$ cat config.mk
export PLATFORM = sky130hd
export DESIGN_NAME = csa_seq_adder_ctrl
export DESIGN_NICKNAME = d
export VERILOG_FILES = /design/src/rtl/csa_seq_adder_ctrl_pkg.sv /design/src/rtl/csa_seq_adder_ctrl_csa.sv /design/src/rtl/csa_seq_adder_ctrl.sv
export SDC_FILE = /design/constraint.sdc
export NUM_CORES = 1
export LEC_CHECK = 0
export ABC_CLOCK_PERIOD_IN_PS = 2050
export CAP_MARGIN = 20
export CORE_UTILIZATION = 50
export CTS_CLUSTER_DIAMETER = 200
export DETAILED_ROUTE_END_ITERATION = 10
export HOLD_SLACK_MARGIN = 0.05
export PLACE_DENSITY = 0.89
export SLEW_MARGIN = 30
export SYNTH_ARGS = -nofsm -noshare
export SYNTH_HDL_FRONTEND = slang
export SYNTH_SLANG_ARGS = --single-unit
$ cat constraint.sdc
create_clock -name clk -period 2.05 [get_ports clk]
set_input_delay 0.205 -clock clk [delete_from_list [all_inputs] [get_ports clk]]
set_output_delay 0.205 -clock clk [all_outputs]
set_load 0.01 [all_outputs]
$ cat src/rtl/csa_seq_adder_ctrl_pkg.sv
// ---------------------------------------------------------------------------
// csa_seq_adder_ctrl_pkg
// Shared definitions for the sequential carry-select adder controller:
// default chunk geometry and the controller FSM state encoding.
// No ports (package).
// ---------------------------------------------------------------------------
package csa_seq_adder_ctrl_pkg;

  // Default geometry: a 12-bit add done as four 3-bit chunks.
  localparam int DEF_WIDTH  = 3;
  localparam int DEF_CHUNKS = 4;
  localparam int DEF_CNT_W  = 2;

  // Controller states; encodings are fixed so they can be probed by the lab top.
  typedef enum logic [1:0] {
    IDLE = 2'd0,
    RUN  = 2'd1,
    DONE = 2'd2
  } state_t;

endpackage

$ cat src/rtl/csa_seq_adder_ctrl_csa.sv
// ---------------------------------------------------------------------------
// FA / CSA
// FA  : single-bit full adder cell.
//   a, b, ci : addend bits and carry in
//   s, co    : sum bit and carry out
// CSA : WIDTH-bit carry-select adder built from FA cells. The low half
//   ripples from ci; the high half is computed twice (carry-in 0 and 1) in
//   parallel and the real low-half carry picks one of the two results.
//   a, b     : WIDTH-bit operands
//   ci       : carry in
//   sum      : WIDTH-bit sum
//   co       : carry out
// ---------------------------------------------------------------------------
module FA (
  input  logic a,
  input  logic b,
  input  logic ci,
  output logic s,
  output logic co
);

  assign s  = a ^ b ^ ci;
  assign co = (a & b) | (ci & (a ^ b));

endmodule

module CSA #(
  parameter int WIDTH = 3
) (
  input  logic [WIDTH-1:0] a,
  input  logic [WIDTH-1:0] b,
  input  logic             ci,
  output logic [WIDTH-1:0] sum,
  output logic             co
);

  // Low half gets the extra bit for odd widths so it is never empty.
  localparam int LO_W = (WIDTH + 1) / 2;
  localparam int HI_W = WIDTH - LO_W;

  logic [LO_W:0]   lo_c;
  logic [LO_W-1:0] lo_s;

  assign lo_c[0] = ci;

  for (genvar i = 0; i < LO_W; i++) begin : g_lo
    FA u_fa (
      .a  (a[i]),
      .b  (b[i]),
      .ci (lo_c[i]),
      .s  (lo_s[i]),
      .co (lo_c[i+1])
    );
  end

  if (HI_W > 0) begin : g_hi
    logic [HI_W:0]   c0;
    logic [HI_W:0]   c1;
    logic [HI_W-1:0] s0;
    logic [HI_W-1:0] s1;

    assign c0[0] = 1'b0;
    assign c1[0] = 1'b1;

    for (genvar j = 0; j < HI_W; j++) begin : g_bit
      FA u_fa0 (
        .a  (a[LO_W+j]),
        .b  (b[LO_W+j]),
        .ci (c0[j]),
        .s  (s0[j]),
        .co (c0[j+1])
      );
      FA u_fa1 (
        .a  (a[LO_W+j]),
        .b  (b[LO_W+j]),
        .ci (c1[j]),
        .s  (s1[j]),
        .co (c1[j+1])
      );
    end

    // The rippled low-half carry selects the precomputed high half.
    assign sum = {(lo_c[LO_W] ? s1 : s0), lo_s};
    assign co  = lo_c[LO_W] ? c1[HI_W] : c0[HI_W];
  end else begin : g_no_hi
    assign sum = lo_s;
    assign co  = lo_c[LO_W];
  end

endmodule

$ cat src/rtl/csa_seq_adder_ctrl.sv
// ---------------------------------------------------------------------------
// csa_seq_adder_ctrl
// Adds two CHUNKS*WIDTH-bit operands by feeding one WIDTH-bit chunk per
// cycle (LS chunk first) through a single shared CSA, carrying each chunk's
// carry-out into the next chunk through a register.
//   clk    : system clock, rising edge
//   reset  : synchronous active-high reset
//   start  : request pulse, honoured only in IDLE or DONE
//   a, b   : operands, latched on the accepted start edge
//   ci     : carry into chunk 0, latched on the accepted start edge
//   busy   : high while chunks are being added
//   done   : one-cycle pulse when sum/co carry a fresh result
//   sum    : registered result, only updated on completion
//   co     : registered carry out of the MS chunk
// ---------------------------------------------------------------------------
module csa_seq_adder_ctrl
  import csa_seq_adder_ctrl_pkg::*;
#(
  parameter int WIDTH  = DEF_WIDTH,
  parameter int CHUNKS = DEF_CHUNKS,
  parameter int CNT_W  = DEF_CNT_W
) (
  input  logic                    clk,
  input  logic                    reset,
  input  logic                    start,
  input  logic [CHUNKS*WIDTH-1:0] a,
  input  logic [CHUNKS*WIDTH-1:0] b,
  input  logic                    ci,
  output logic                    busy,
  output logic                    done,
  output logic [CHUNKS*WIDTH-1:0] sum,
  output logic                    co
);

  localparam int TOTAL = CHUNKS * WIDTH;
  // Holds the chunks finished so far; the chunk being added this cycle
  // comes straight from the CSA, so one chunk less of storage is needed.
  localparam int RES_W = (CHUNKS > 1) ? (CHUNKS - 1) * WIDTH : 1;

  state_t state;
  state_t next_state;

  logic [TOTAL-1:0] a_reg;
  logic [TOTAL-1:0] b_reg;
  logic [RES_W-1:0] res_reg;
  logic [RES_W-1:0] res_next;
  logic [TOTAL-1:0] res_shift;
  logic             carry_reg;
  logic [CNT_W-1:0] cnt;
  logic             last_chunk;
  logic             load;
  logic [WIDTH-1:0] csa_sum;
  logic             csa_co;

  CSA #(WIDTH) u_csa (
    .a   (a_reg[WIDTH-1:0]),
    .b   (b_reg[WIDTH-1:0]),
    .ci  (carry_reg),
    .sum (csa_sum),
    .co  (csa_co)
  );

  assign last_chunk = (cnt == CNT_W'(CHUNKS - 1));

  // New chunk sum enters at the top; after CHUNKS shifts chunk 0 sits at
  // the bottom, which is why res_shift is the full result on the last cycle.
  if (CHUNKS > 1) begin : g_multi
    assign res_shift = {csa_sum, res_reg};
    assign res_next  = res_shift[TOTAL-1:WIDTH];
  end else begin : g_single
    assign res_shift = csa_sum;
    assign res_next  = res_reg;
  end

  // State register.
  always_ff @(posedge clk) begin
    if (reset) begin
      state <= IDLE;
    end else begin
      state <= next_state;
    end
  end

  // Next-state logic: IDLE and DONE both accept a start, which makes
  // back-to-back operation possible without an intervening IDLE cycle.
  always_comb begin
    next_state = state;
    case (state)
      IDLE: if (start) next_state = RUN;
      RUN:  if (last_chunk) next_state = DONE;
      DONE: next_state = start ? RUN : IDLE;
      default: next_state = IDLE;
    endcase
  end

  // Output / control decode from the current state.
  always_comb begin
    busy = 1'b0;
    done = 1'b0;
    load = 1'b0;
    case (state)
      IDLE: load = start;
      RUN:  busy = 1'b1;
      DONE: begin
        done = 1'b1;
        load = start;
      end
      default: ;
    endcase
  end

  // Datapath: operand shift registers, chunk carry, counter and the result
  // registers. sum/co only change on the last chunk so they never expose a
  // partial result.
  always_ff @(posedge clk) begin
    if (reset) begin
      a_reg     <= '0;
      b_reg     <= '0;
      res_reg   <= '0;
      carry_reg <= 1'b0;
      cnt       <= '0;
      sum       <= '0;
      co        <= 1'b0;
    end else if (load) begin
      a_reg     <= a;
      b_reg     <= b;
      carry_reg <= ci;
      cnt       <= '0;
    end else if (state == RUN) begin
      res_reg   <= res_next;
      carry_reg <= csa_co;
      a_reg     <= a_reg >> WIDTH;
      b_reg     <= b_reg >> WIDTH;
      cnt       <= cnt + 1'b1;
      if (last_chunk) begin
        sum <= res_shift;
        co  <= csa_co;
      end
    end
  end

endmodule

==> flow_summary.json <==
{
  "dpl-instance-area_um2": 2500,
  "drt-total-wl_mm": 4.14,
  "rsz0062_at_grt": "false",
  "wl_per_cell_um": 12.8,
  "vias": 1785,
  "worstMarginPinSlew_ns": 0.548,
  "drt_first_pass_iters": 4,
  "portBuffers": 42,
  "grt-ovfl-total": 0,
  "netlist_instances": 239,
  "path_cells": "nand2b_1 -> clkinv_4 -> clkdlybuf4s50_1",
  "cts_setup_buffers": 0,
  "startpoint_type": "register",
  "antenna_left": 0,
  "setup_viol": 0,
  "slowest_stage": "clkdlybuf4s50_1",
  "path_clk_slew_ns": 0.09,
  "fin_nets": 306,
  "drc": 0,
  "ctsHoldBuffers": 0,
  "clk_latency_ns": 0.31,
  "htree_levels": 2,
  "critPathArrivalTime_ns": 1.61,
  "power_mw": 1.95,
  "critical_path.max_stage_delay_ns": 0.55,
  "drtIter0Drc": 93,
  "period_minus_slack_ns": 1.81,
  "synthFlopType": "dfxtp_1",
  "setup_tns_ns": 0,
  "core.rowCount": 23,
  "antenna_found_initial": 0,
  "hpwl_mm": 2.79,
  "synth-seq-area-share_pct": 48.3,
  "worstPathMaxFanout": 14,
  "grt_max_degree": 52,
  "mappedNetlistArea_um2": 2110,
  "io_pins": 43,
  "fp.dieH_um": 67.0,
  "cts_buffers": 5,
  "hold_path_class": "in -> reg",
  "cts_tree": "yes",
  "end_kind": "primary output",
  "path_class": "reg -> out",
  "hold_violations": 0,
  "vdd_drop_max_v": 0.000556,
  "ys_warn_count": 0,
  "async_flop_share_pct": 0,
  "vias_per_cell": 5.51,
  "die_width_um": 67.0,
  "cts_sinks": 51,
  "drive_above_1_share_pct": 8.76,
  "synth_cell_type_count": 31,
  "maxCapViolations": 0,
  "fin_worst_skew_ns": 0.0103,
  "synth_nets": 272,
  "start_util_pct": 52.5,
  "cp.required_ns": 1.85,
  "syn_avg_cell_area_um2": 8.84,
  "track_usage_pct": 21.3,
  "grt_pass1_wl_mm": 7.05,
  "status": "complete, no violations",
  "diodes": 0,
  "globalplace.congestion": 0.789,
  "clk_path_buf_depth": 2,
  "synth-edff-count": 0,
  "cellPowerDensity_nw_per_um2": 748,
  "core_um2": 4030,
  "hold_ws_ns": 0.435,
  "dieArea_um2": 4490,
  "p_leak_nw": 0.924,
  "synth_seq_cells": 51,
  "post_cts_resized": 0,
  "finalCritPeriodShare_pct": 88.4,
  "clock-root-buffer": "clkbuf_8",
  "final_cell_area_um2": 2600,
  "fmax_mhz": 552,
  "slew_violations": 0,
  "first_global_vias": 1680,
  "areaGrowthSynthToFinish_pct": 23.2,
  "slew_headroom_pct": 63.5
}
-- cell type report --
class	instances	area [µm²]
clock buffers	6	82.6
well taps	50	62.6
clock inverters	2	16.3
fillers	349	1430
flip-flops and latches	51	1020
inverters	8	35.0
repair buffers	48	460
multi-input cells	159	926
-- worst paths after layout --
path | start | endpoint | slack, ns | depth (start not counted)
min | a[9] | a_reg[9]$_SDFFE_PP0P_ | 0.43 | 3
max reg2reg | carry_reg$_SDFFE_PP0P_ | co$_SDFFE_PP0P_ | 0.44 | 6
min reg2reg | sum[0]$_SDFFE_PP0P_ | sum[0]$_SDFFE_PP0P_ | 0.46 | 2
max | state[0]$_SDFFE_PP0P_ | busy | 0.24 | 3
-- kinds of logic (layout without fill, tap and decap cells) --
group           after synthesis  after routing  synth area share (%)
fa+ha+maj                     5              5                  3.67
buf+inv                      29             64                  7.87
mux                           5              5                  2.37
compound gates               54             54                  17.5
simple gates                 93             93                  19.4
xor+xnor                      2              2                 0.829
flops                        51             51                  48.3
-- metal layers --
layer / GRT usage [%] / routed length (µm) / vias to the layer above
li1: - / - / 890
met1: 23.8 / 1850 / 850
met5: 0 / 0 / -
met4: 7.98 / 58 / 0
met3: 6.51 / 161 / 5
met2: 37.4 / 2060 / 40
-- stage by stage --
stage / setup WS, ns / std cells / utilization, %
3_5_place_dp: 0.263 / 316 / 62.2
2_1_floorplan: 0.543 / 239 / -
4_1_cts: 0.226 / 324 / 64.6
3_3_place_gp: 0.333 / 316 / 62.2
6_report: 0.237 / 324 / 64.6
5_1_grt: 0.139 / 324 / 64.6
-- power breakdown --
| part | internal [mW] | switching [mW] | total, mW |
|---|---|---|---|
| Clock | 0.276 | 0.328 | 0.604 |
| Combinational | 0.128 | 0.142 | 0.270 |
| Sequential | 1.04 | 0.0331 | 1.07 |
| Total | 1.44 | 0.503 | 1.95 |
-- worst max-delay path, delay by kind of cell (launching register included) --
| kind | cells | cell delay [ns] |
|---|---|---|
| buffers and inverters | 2 | 0.69 |
| flip-flops | 1 | 0.45 |
| AND/OR/NAND/NOR | 1 | 0.15 |
-- cells in the mapped netlist, types with 3 or more instances --
cell      number  area [µm²]
a211oi_1       4        30.0
a211oi_2       3        37.5
a21oi_1       27         135
a22oi_1        7        52.6
a311oi_1       6        52.6
buf_2          6        30.0
buf_4          5        37.5
clkbuf_1       7        26.3
dfxtp_1       51        1020
ha_1           3        37.5
inv_1          7        26.3
mux2i_1        5        50.1
nand2_1       49         184
nand3_1       10        50.1
nor2_1        14        52.6
nor3_1        10        50.1
o22ai_1        4        25.0
-- cell usage in the layout (no fill, tap or decap) --
master	netlist	routed
nor2_1	14	14
a21oi_1	27	27
xnor2_1	2	2
o21a_1	1	1
clkinv_4	1	2
nor2b_1	2	2
dfxtp_1	51	51
nand2_1	49	49
o22ai_1	4	4
nand2b_1	1	1
a311oi_2	2	2
clkbuf_8	0	6
nor3_1	10	10
nand2_2	2	2
a211oi_1	4	4
and3b_1	2	2
nand3b_1	1	1
buf_2	6	1
or2b_1	1	1
nand3_1	10	10
fa_1	2	2
clkdlybuf4s50_1	0	41
inv_1	7	7
a211oi_2	3	3
nor3_2	1	1
buf_4	5	6
a22oi_1	7	7
mux2i_1	5	5
a311oi_1	6	6
clkinvlp_4	0	1
ha_1	3	3
No activity file was read; power rests on OpenSTA's default activity.
